`config.mk`:
```
export PLATFORM = sky130hd
export DESIGN_NAME = alu_arbiter_flat
export DESIGN_NICKNAME = d
export VERILOG_FILES = /design/src/rtl/alu_arbiter_pkg.sv /design/src/rtl/alu_arbiter_if.sv /design/src/rtl/alu_arbiter_alu_core.sv /design/src/rtl/alu_arbiter.sv /design/src/flat_wrapper.sv
export SDC_FILE = /design/constraint.sdc
export NUM_CORES = 1
export LEC_CHECK = 0
export BUFFER_PORTS_ARGS = -buffer_cell sky130_fd_sc_hd__buf_4
export CORE_ASPECT_RATIO = 1.2
export CORE_MARGIN = 1.5
export CORE_UTILIZATION = 56
export DETAILED_ROUTE_END_ITERATION = 10
export MAX_ROUTING_LAYER = met4
export PLACE_DENSITY = 0.92
export SLEW_MARGIN = 20
export SYNTH_ARGS = -nofsm -noshare
export SYNTH_HDL_FRONTEND = slang
export SYNTH_SLANG_ARGS = --single-unit
```
`constraint.sdc`:
```
create_clock -name clk -period 3.1 [get_ports clk]
set_input_delay 0.155 -clock clk [delete_from_list [all_inputs] [get_ports clk]]
set_output_delay 0.155 -clock clk [all_outputs]
set_load 0.02 [all_outputs]
```
`src/rtl/alu_arbiter_pkg.sv`:
```
// Shared constants for the two-requester ALU arbiter: widths, opcodes, FSM encoding.
package alu_arbiter_pkg;

  localparam int unsigned OperandWidth = 8;
  localparam int unsigned OpcodeWidth  = 3;
  localparam int unsigned NumReq       = 2;

  localparam logic [OpcodeWidth-1:0] OpAdd = 3'b000;
  localparam logic [OpcodeWidth-1:0] OpSub = 3'b001;
  localparam logic [OpcodeWidth-1:0] OpAnd = 3'b010;
  localparam logic [OpcodeWidth-1:0] OpOr  = 3'b011;
  localparam logic [OpcodeWidth-1:0] OpXor = 3'b100;
  localparam logic [OpcodeWidth-1:0] OpNot = 3'b101;
  localparam logic [OpcodeWidth-1:0] OpShl = 3'b110;
  localparam logic [OpcodeWidth-1:0] OpShr = 3'b111;

  typedef enum logic [1:0] {
    StIdle = 2'b00,
    StExec = 2'b01,
    StHold = 2'b10
  } state_e;

endpackage

```
`src/rtl/alu_arbiter_if.sv`:
```
// Request/response bundle between requesters, the arbiter and the result consumer.
interface alu_arbiter_if;
  import alu_arbiter_pkg::*;

  logic [NumReq-1:0]       req_valid;
  logic [NumReq-1:0]       req_ready;
  logic [OpcodeWidth-1:0]  req_oper0;
  logic [OpcodeWidth-1:0]  req_oper1;
  logic [OperandWidth-1:0] req_a0;
  logic [OperandWidth-1:0] req_a1;
  logic [OperandWidth-1:0] req_b0;
  logic [OperandWidth-1:0] req_b1;
  logic [NumReq-1:0]       req_cin;
  logic                    rsp_valid;
  logic                    rsp_ready;
  logic                    rsp_id;
  logic [OperandWidth-1:0] rsp_sum;
  logic                    rsp_cout;
  logic                    busy;

  // Requester/consumer side
  modport master (
    output req_valid, req_oper0, req_oper1, req_a0, req_a1, req_b0, req_b1, req_cin, rsp_ready,
    input  req_ready, rsp_valid, rsp_id, rsp_sum, rsp_cout, busy
  );

  // Arbiter side
  modport slave (
    input  req_valid, req_oper0, req_oper1, req_a0, req_a1, req_b0, req_b1, req_cin, rsp_ready,
    output req_ready, rsp_valid, rsp_id, rsp_sum, rsp_cout, busy
  );

endinterface

```
`src/rtl/alu_arbiter_alu_core.sv`:
```
// Purely combinational 8-bit ALU; bit 8 of the 9-bit result is the carry-out.
module alu_core
  import alu_arbiter_pkg::*;
(
  input  logic [OpcodeWidth-1:0]  i_oper,
  input  logic [OperandWidth-1:0] i_a,
  input  logic [OperandWidth-1:0] i_b,
  input  logic                    i_c_in,
  output logic [OperandWidth-1:0] o_sum,
  output logic                    o_c_out
);

  logic [OperandWidth:0] w_res;
  logic [OperandWidth:0] w_a_ext;
  logic [OperandWidth:0] w_b_ext;
  logic [OperandWidth:0] w_c_ext;

  assign w_a_ext = {1'b0, i_a};
  assign w_b_ext = {1'b0, i_b};
  assign w_c_ext = {{OperandWidth{1'b0}}, i_c_in};

  // Decode opcode into a 9-bit {cout, sum}; logic ops leave cout at zero
  always_comb begin
    w_res = '0;
    case (i_oper)
      OpAdd:   w_res = w_a_ext + w_b_ext + w_c_ext;
      // a + ~b + cin: with cin=1 this is a-b and cout means "no borrow"
      OpSub:   w_res = w_a_ext + {1'b0, ~i_b} + w_c_ext;
      OpAnd:   w_res = {1'b0, i_a & i_b};
      OpOr:    w_res = {1'b0, i_a | i_b};
      OpXor:   w_res = {1'b0, i_a ^ i_b};
      OpNot:   w_res = {1'b0, ~i_a};
      OpShl:   w_res = {i_a[OperandWidth-1], i_a[OperandWidth-2:0], i_c_in};
      OpShr:   w_res = {i_a[0], i_c_in, i_a[OperandWidth-1:1]};
      default: w_res = '0;
    endcase
  end

  assign o_sum   = w_res[OperandWidth-1:0];
  assign o_c_out = w_res[OperandWidth];

endmodule

```
`src/rtl/alu_arbiter.sv`:
```
// Round-robin arbiter in front of a single shared ALU; one operation in flight.
// IDLE grants and latches, EXEC registers the ALU result, HOLD waits for the consumer.
module alu_arbiter
  import alu_arbiter_pkg::*;
(
  input  logic         clk,
  input  logic         rst_n,
  alu_arbiter_if.slave bus
);

  state_e                  r_state;
  state_e                  w_state_nxt;
  logic                    r_last;
  logic [OpcodeWidth-1:0]  r_oper;
  logic [OperandWidth-1:0] r_a;
  logic [OperandWidth-1:0] r_b;
  logic                    r_cin;
  logic                    r_id;
  logic                    r_rsp_valid;
  logic                    r_rsp_id;
  logic [OperandWidth-1:0] r_rsp_sum;
  logic                    r_rsp_cout;

  logic                    w_any_valid;
  logic                    w_grant_id;
  logic [NumReq-1:0]       w_req_ready;
  logic                    w_accept;
  logic                    w_rsp_taken;
  logic [OpcodeWidth-1:0]  w_sel_oper;
  logic [OperandWidth-1:0] w_sel_a;
  logic [OperandWidth-1:0] w_sel_b;
  logic                    w_sel_cin;
  logic [OperandWidth-1:0] w_alu_sum;
  logic                    w_alu_cout;

  assign w_any_valid = |bus.req_valid;

  // Round-robin pick: a lone requester wins outright, a tie goes to the one not served last
  always_comb begin
    w_grant_id = 1'b0;
    case (bus.req_valid)
      2'b01:   w_grant_id = 1'b0;
      2'b10:   w_grant_id = 1'b1;
      2'b11:   w_grant_id = ~r_last;
      default: w_grant_id = 1'b0;
    endcase
  end

  // Operand mux for the requester being granted this cycle
  always_comb begin
    w_sel_oper = bus.req_oper0;
    w_sel_a    = bus.req_a0;
    w_sel_b    = bus.req_b0;
    w_sel_cin  = bus.req_cin[0];
    if (w_grant_id) begin
      w_sel_oper = bus.req_oper1;
      w_sel_a    = bus.req_a1;
      w_sel_b    = bus.req_b1;
      w_sel_cin  = bus.req_cin[1];
    end
  end

  // Next-state and handshake strobes
  always_comb begin
    w_state_nxt = r_state;
    w_req_ready = '0;
    w_accept    = 1'b0;
    w_rsp_taken = 1'b0;
    case (r_state)
      StIdle: begin
        if (w_any_valid) begin
          w_accept    = 1'b1;
          w_req_ready = w_grant_id ? 2'b10 : 2'b01;
          w_state_nxt = StExec;
        end
      end
      StExec: begin
        w_state_nxt = StHold;
      end
      StHold: begin
        if (r_rsp_valid && bus.rsp_ready) begin
          w_rsp_taken = 1'b1;
          w_state_nxt = StIdle;
        end
      end
      default: begin
        w_state_nxt = StIdle;
      end
    endcase
  end

  // State register
  always_ff @(posedge clk or negedge rst_n) begin
    if (!rst_n) begin
      r_state <= StIdle;
    end else begin
      r_state <= w_state_nxt;
    end
  end

  // Latch the granted operation and advance the round-robin pointer on grants only
  always_ff @(posedge clk or negedge rst_n) begin
    if (!rst_n) begin
      r_last <= 1'b1;
      r_oper <= '0;
      r_a    <= '0;
      r_b    <= '0;
      r_cin  <= 1'b0;
      r_id   <= 1'b0;
    end else if (w_accept) begin
      r_last <= w_grant_id;
      r_oper <= w_sel_oper;
      r_a    <= w_sel_a;
      r_b    <= w_sel_b;
      r_cin  <= w_sel_cin;
      r_id   <= w_grant_id;
    end
  end

  alu_core u_alu_core (
    .i_oper  (r_oper),
    .i_a     (r_a),
    .i_b     (r_b),
    .i_c_in  (r_cin),
    .o_sum   (w_alu_sum),
    .o_c_out (w_alu_cout)
  );

  // Response registers: captured in EXEC, frozen through HOLD, valid drops on acceptance
  always_ff @(posedge clk or negedge rst_n) begin
    if (!rst_n) begin
      r_rsp_valid <= 1'b0;
      r_rsp_id    <= 1'b0;
      r_rsp_sum   <= '0;
      r_rsp_cout  <= 1'b0;
    end else if (r_state == StExec) begin
      r_rsp_valid <= 1'b1;
      r_rsp_id    <= r_id;
      r_rsp_sum   <= w_alu_sum;
      r_rsp_cout  <= w_alu_cout;
    end else if (w_rsp_taken) begin
      r_rsp_valid <= 1'b0;
    end
  end

  assign bus.req_ready = w_req_ready;
  assign bus.rsp_valid = r_rsp_valid;
  assign bus.rsp_id    = r_rsp_id;
  assign bus.rsp_sum   = r_rsp_sum;
  assign bus.rsp_cout  = r_rsp_cout;
  assign bus.busy      = (r_state != StIdle);

endmodule

```
`src/flat_wrapper.sv`:
```
// flat-port wrapper written by rule: the top's interface ports become plain ports
module alu_arbiter_flat import alu_arbiter_pkg::*;
  (clk, rst_n, bus_req_valid, bus_req_oper0, bus_req_oper1, bus_req_a0, bus_req_a1, bus_req_b0, bus_req_b1, bus_req_cin, bus_rsp_ready, bus_req_ready, bus_rsp_valid, bus_rsp_id, bus_rsp_sum, bus_rsp_cout, bus_busy);
  alu_arbiter_if bus_i ();
  input  logic clk;
  input  logic rst_n;
  input wire logic [$bits(bus_i.req_valid)-1:0] bus_req_valid;
  input wire logic [$bits(bus_i.req_oper0)-1:0] bus_req_oper0;
  input wire logic [$bits(bus_i.req_oper1)-1:0] bus_req_oper1;
  input wire logic [$bits(bus_i.req_a0)-1:0] bus_req_a0;
  input wire logic [$bits(bus_i.req_a1)-1:0] bus_req_a1;
  input wire logic [$bits(bus_i.req_b0)-1:0] bus_req_b0;
  input wire logic [$bits(bus_i.req_b1)-1:0] bus_req_b1;
  input wire logic [$bits(bus_i.req_cin)-1:0] bus_req_cin;
  input wire logic [$bits(bus_i.rsp_ready)-1:0] bus_rsp_ready;
  output wire logic [$bits(bus_i.req_ready)-1:0] bus_req_ready;
  output wire logic [$bits(bus_i.rsp_valid)-1:0] bus_rsp_valid;
  output wire logic [$bits(bus_i.rsp_id)-1:0] bus_rsp_id;
  output wire logic [$bits(bus_i.rsp_sum)-1:0] bus_rsp_sum;
  output wire logic [$bits(bus_i.rsp_cout)-1:0] bus_rsp_cout;
  output wire logic [$bits(bus_i.busy)-1:0] bus_busy;
  assign bus_i.req_valid = bus_req_valid;
  assign bus_i.req_oper0 = bus_req_oper0;
  assign bus_i.req_oper1 = bus_req_oper1;
  assign bus_i.req_a0 = bus_req_a0;
  assign bus_i.req_a1 = bus_req_a1;
  assign bus_i.req_b0 = bus_req_b0;
  assign bus_i.req_b1 = bus_req_b1;
  assign bus_i.req_cin = bus_req_cin;
  assign bus_i.rsp_ready = bus_rsp_ready;
  assign bus_req_ready = bus_i.req_ready;
  assign bus_rsp_valid = bus_i.rsp_valid;
  assign bus_rsp_id = bus_i.rsp_id;
  assign bus_rsp_sum = bus_i.rsp_sum;
  assign bus_rsp_cout = bus_i.rsp_cout;
  assign bus_busy = bus_i.busy;
  alu_arbiter u_core (.clk(clk), .rst_n(rst_n), .bus(bus_i));
endmodule
```
# == Yosys cells after proc, flatten, opt, wreduce, memory -nomap -nowiden ==
# Index checks and enable logic that the tools add are counted.
# op_classes
n_bitwise,6
n_reduce_logical,7
n_eq_ne,13
addsub,4
mux,18
# ops
operator,count
$pmux 9 s8,1
$add 8x8->9,2
$add 9x1->9,2
$mux 8,2
$not 8->8,2
$eq 3x3->1 const B,4
$mux 2,5
$and 8x8->8,1
$or 8x8->8,1
$xor 8x8->8,1
$mux 1,7
$eq 2x2->1 const B,3
$eq 3x2->1 const B,2
$pmux 2 s3,1
$ne 2x1->1 const B,2
$reduce_bool 2->1,2
$eq 3x1->1 const B,1
$logic_not 3->1,1
$mux 3,1
$eq 2x1->1 const B,1
$logic_not 2->1,1
$pmux 1 s2,1
$reduce_and 2->1,1
$reduce_or 2->1,1
2 further kinds,2
# totals
out_inout_bits,14
regBits,35

# == Logic depth before layout (Yosys ltp) ==
# depth
depth_word,5
depth_mapped,9

# == Cells and area by module ==
# A second synthesis with hierarchy kept.
# unflattened
cells_unflattened,324
area_unflattened_um2,3090.5
# modules_own_cells
module,cells_per_inst,seq_area_each_um2,area_each_um2,instances
alu_arbiter,108,877.1,1649.1,1
alu_core,216,0.0,1441.4,1

# == Least setup slack after synthesis ==
# OpenSTA, ideal clock, no wires.
# synth_path
path_kind,reg-to-reg
startpoint,reg u_core.r_b[0]
endpoint,reg u_core.r_rsp_sum[4] (netlist: u_core.bus.rsp_sum[4])
arrival_time_ps,2254
path_slack_ps,725
synth_period_minus_slack_ps,2375
path_stages_with_launch,10
path_cell_list,dfrtp_1 inv_1 fa_1 fa_1 and2b_1 nor4_1 a211oi_2 mux2i_1 a32oi_1 o22a_1
# synth_between
elab_chain_cells,4
word_cells_on_any_way,6
# synth_lines
element,line_no,source
from (decl),alu_arbiter.sv:16,logic [OperandWidth-1:0] r_b;
from (signal assigned),alu_arbiter.sv:114,r_b <= w_sel_b;
$not 8->8,alu_arbiter_alu_core.sv:28,"OpSub: w_res = w_a_ext + {1'b0, ~i_b} + w_c_ext;"
$add 8x8->9,alu_arbiter_alu_core.sv:28,
$add 9x1->9,alu_arbiter_alu_core.sv:28,
$pmux 9 s8 (*),alu_arbiter_alu_core.sv:25,case (i_oper)
to (signal assigned),alu_arbiter.sv:139,r_rsp_sum <= w_alu_sum;
to (decl),alu_arbiter.sv:21,logic [OperandWidth-1:0] r_rsp_sum;
# Mark *: on every way between the ends. The rest lies on a longest branch, timed or not.
# A chain may end at the register's enable or synchronous reset.

# == Final worst setup path ==
# layout_path
startpoint,reg u_core.r_a[0]
endpoint,reg u_core.r_rsp_sum[4] (netlist: u_core.bus.rsp_sum[4])
# layout_between
elab_chain_cells,3
word_cells_on_any_way,5
# layout_lines
element,line_no,source
from (decl),alu_arbiter.sv:15,logic [OperandWidth-1:0] r_a;
from (signal assigned),alu_arbiter.sv:113,r_a <= w_sel_a;
"$add 8x8->9, on equally long branches","alu_arbiter_alu_core.sv:28, alu_arbiter_alu_core.sv:26",
"$add 9x1->9, on equally long branches","alu_arbiter_alu_core.sv:28, alu_arbiter_alu_core.sv:26",
$pmux 9 s8 (*),alu_arbiter_alu_core.sv:25,
# Marks and branches as above.

==> results.py <==
metrics = {
    "final_layout": {
        "syn2layout_area_growth_pct": 18.7,
        "drive_gt1_share_pct": 22.3,
        "layout.nets": 462,
        "finalCoreUtilization_pct": 69.2,
        "area.sequential_sq_um": 877,
        "multi_input_area_sq_um": 1810,
        "stdcell_count": 451,
        "fillers": 404,
        "n_antenna_cell": 0,
        "fin_area_sq_um": 3440,
    },
    "place": {
        "placed_cell_area_sq_um": 3340,
        "dp_slack_ns": 0.509,
        "gp_congestion": 0.907,
        "place_hpwl_microns": 5180,
        "port_buffers": 58,
        "dp_cells": 442,
    },
    "grt": {
        "grt_pass1_vias": 2488,
        "grt_max_degree": 41,
        "grt_use_total_pct": 27.9,
        "overflow": 0,
        "grt_pass1_wl_microns": 11400,
        "antenna_found_initial": 0,
    },
    "power_and_ir_drop": {
        "leakagePower_nw": 1.60,
        "p_per_area_nw_per_um2": 252,
        "vdd_drop_max_v": 0.000210,
        "power_mw": 0.868,
    },
    "die": {
        "die_h_microns": 81.9,
        "start_util_pct": 58.3,
        "num_rows": 28,
        "coreArea_sq_um": 4970,
        "die_x_microns": 68.7,
        "die-area_sq_um": 5620,
        "io_pins": 59,
    },
    "yosys": {
        "ys_warn_count": 0,
        "synth-edff-count": 0,
        "syn_nets": 413,
        "syn_inst": 341,
        "ys_ff_latch": 35,
        "synth_top_flop_cell": "dfrtp_1",
        "synth.distinct_cells": 54,
        "synth_area_per_cell_sq_um": 8.51,
        "synth-async-reset-ratio_pct": 100,
        "syn-cell-area_sq_um": 2900,
        "ys_seq_area_share_pct": 30.2,
    },
    "timing": {
        "hold_ws_ns": 0.101,
        "finalCriticalPeriod_ns": 2.63,
        "skew_ns": 0.00260,
        "fin_crit_sh_pct": 84.7,
        "setup-tns-final_ns": 0,
        "worst_slew_pin_slew_ns": 0.974,
        "rsz0062_at_grt": "no",
        "fmax_mhz": 381,
        "slew-limit-headroom_pct": 35.1,
        "finalHoldViolCount": 0,
        "setup_violations": 0,
        "setup_ws_ns": 0.475,
        "finalMaxSlewViolations": 0,
    },
    "drt": {
        "vias": 2594,
        "drt_pass1_iterations": 5,
        "routed_via_density": 5.75,
        "drc": 0,
        "avgRoutedWirePerCell_microns": 15.4,
        "drt_wl_total_microns": 6950,
        "drt_iter0_drc": 183,
        "ant_nets": 0,
    },
    "worst_setup_path": {
        "endpoint_kind": "register",
        "reg2reg_slack_ns": 0.47,
        "start_kind": "register",
        "slowest_delay_ns": 0.46,
        "crit_slowest_cell": "fa_1",
        "worst_path_most_repeated_cell": "fa_1",
        "cp_max_fo": 6,
        "timing.rr.end": "u_core.bus.rsp_sum[4]$_DFFE_PN0P_",
        "cp-startpoint": "u_core.r_a[0]$_DFFE_PN0P_",
        "crit_chain": "inv_1 > fa_1 > fa_1 > and2b_1 > nor4_1 > a211oi_2 > mux2i_1 > a32oi_1 > o22a_1",
        "rr_startpoint": "u_core.r_a[0]$_DFFE_PN0P_",
        "reg2reg_depth": 9,
        "worstPathRequired_ns": 3.28,
        "path_class": "reg -> reg",
        "worstPathArrival_ns": 2.81,
    },
    "min_path": {
        "hp-class": "in -> reg",
        "min_from": "bus_req_b1[7]",
        "min_delay_path_depth": 3,
        "min_to": "u_core.r_b[7]$_DFFE_PN0P_",
    },
    "outcome": {
        "outcome": "finished, final reports clean",
    },
    "job": {
        "maxCapViolations": 0,
    },
    "clock_tree": {
        "cts_tree": "done",
        "root_buffer": "clkbuf_8",
        "cts_buffers": 5,
        "clk_pin_slew_ns": 0.08,
        "worstSkewPairLatency_ns": 0.29,
        "clockBufferDepth": 2,
        "cts-htree-levels": 2,
        "cts_resized": 0,
        "cts_sinks": 35,
    },
}
power breakdown:
| part | leakage [nW] | total [mW] | switching (mW) | internal, mW |
|---|---|---|---|---|
| clock network | 0.0402 | 0.337 | 0.181 | 0.156 |
| registers | 0.470 | 0.456 | 0 | 0.456 |
| logic | 1.09 | 0.0751 | 0.0275 | 0.0476 |
final cells by class:
type                       instances  share of cell area (%)
multi-input combinational        256                    52.7
inverter                          28                    3.05
clock inverter                     3                   0.581
clock buffer                       5                    2.00
sequential                        35                    25.5
timing repair buffer              64                    14.0
tap                               60                    2.18
Yosys cell counts (all sizes together) (2+ instances only):
master / count / area share, %
fa: 4 / 2.8
dfrtp: 34 / 29
clkbuf: 9 / 1.2
a21oi: 17 / 2.9
a221oi: 5 / 1.9
nand2b: 9 / 1.9
nand2: 42 / 5.4
nor2b: 6 / 1.3
a31oi: 3 / 0.65
nor4: 2 / 0.43
mux2i: 22 / 7.6
mux2: 2 / 0.78
o22ai: 3 / 0.65
nand3: 6 / 1.0
a22oi: 4 / 1.0
nor2: 21 / 2.8
and3: 2 / 0.43
nor3: 6 / 1.2
inv: 28 / 3.6
a21o: 4 / 1.0
o21ai: 37 / 6.4
a311oi: 2 / 0.60
o211ai: 6 / 1.9
a32oi: 2 / 0.60
o311ai: 2 / 0.60
ha: 23 / 9.9
o21bai: 3 / 0.91
xor2: 3 / 0.91
xnor2: 6 / 1.8
a211oi: 2 / 0.69
buf: 13 / 2.7
flip-flops by register name, indices dropped and copies added, names as in the netlist:
register and count:
u_core.bus.rsp_sum 8, u_core.r_a 8, u_core.r_b 8, u_core.r_oper 3, u_core.r_state 2, u_core.bus.rsp_cout 1, u_core.bus.rsp_id 1, u_core.bus.rsp_valid 1
u_core.r_cin 1, u_core.r_id 1, u_core.r_last 1
cells in the final DEF, fill, tap and decap left out, types with 3 or more instances in the layout:
cell	count
a21o_1	4
a21oi_1	17
a221oi_1	3
a22oi_1	4
a31oi_1	3
buf_4	63
clkbuf_8	5
dfrtp_1	34
fa_1	4
ha_1	23
inv_1	27
mux2i_1	22
nand2_1	42
nand2b_1	9
nand3_1	6
nor2_1	20
nor2b_1	6
nor3_1	5
o211ai_1	4
o21ai_0	19
o21ai_1	17
o22ai_1	3
xnor2_1	6
xor2_1	3
critical path: cells and delay by family (launching register included):
family / cells / cell delay (ns)
flip-flops: 1 / 0.43
AO/OA/AOI/OAI: 3 / 0.55
multiplexers: 1 / 0.21
buffers and inverters: 1 / 0.12
AND/OR/NAND/NOR: 2 / 0.32
adder cells (fa/ha/maj): 2 / 0.88
worst max-delay path by stage:
stage,slack (ns),endpoint,cells after the start
2_1_floorplan,0.72,u_core.bus.rsp_sum[4]$_DFFE_PN0P_,9
3_3_place_gp,0.58,u_core.bus.rsp_sum[4]$_DFFE_PN0P_,9
3_5_place_dp,0.51,u_core.bus.rsp_sum[4]$_DFFE_PN0P_,9
4_1_cts,0.49,u_core.bus.rsp_sum[4]$_DFFE_PN0P_,9
5_1_grt,0.31,u_core.bus.rsp_sum[4]$_DFFE_PN0P_,9
6_report,0.47,u_core.bus.rsp_sum[4]$_DFFE_PN0P_,9
cell families after synthesis:
group / share of synthesized area (%)
AOI/OAI and AO/OA: 22.2
xor gates and xnor gates: 2.72
adders and majority gates: 12.7
buffers and inverters: 7.50
DFF: 30.2
muxes: 9.14
and+or+nand+nor: 15.6
repair_timing:
item	4_1_cts	5_1_grt
hold buffers	1	0
endpoints found under the hold margin	34	0
buffers inserted	0	0
metal layers:
| metal | GRT usage (%) | wire length (microns) |
|---|---|---|
| met5 | - | 0 |
| met4 | 12.0 | 184 |
| met3 | 6.30 | 426 |
| met2 | 43.8 | 3460 |
| met1 | 34.4 | 2870 |
Power figures use the tool's default switching activity.
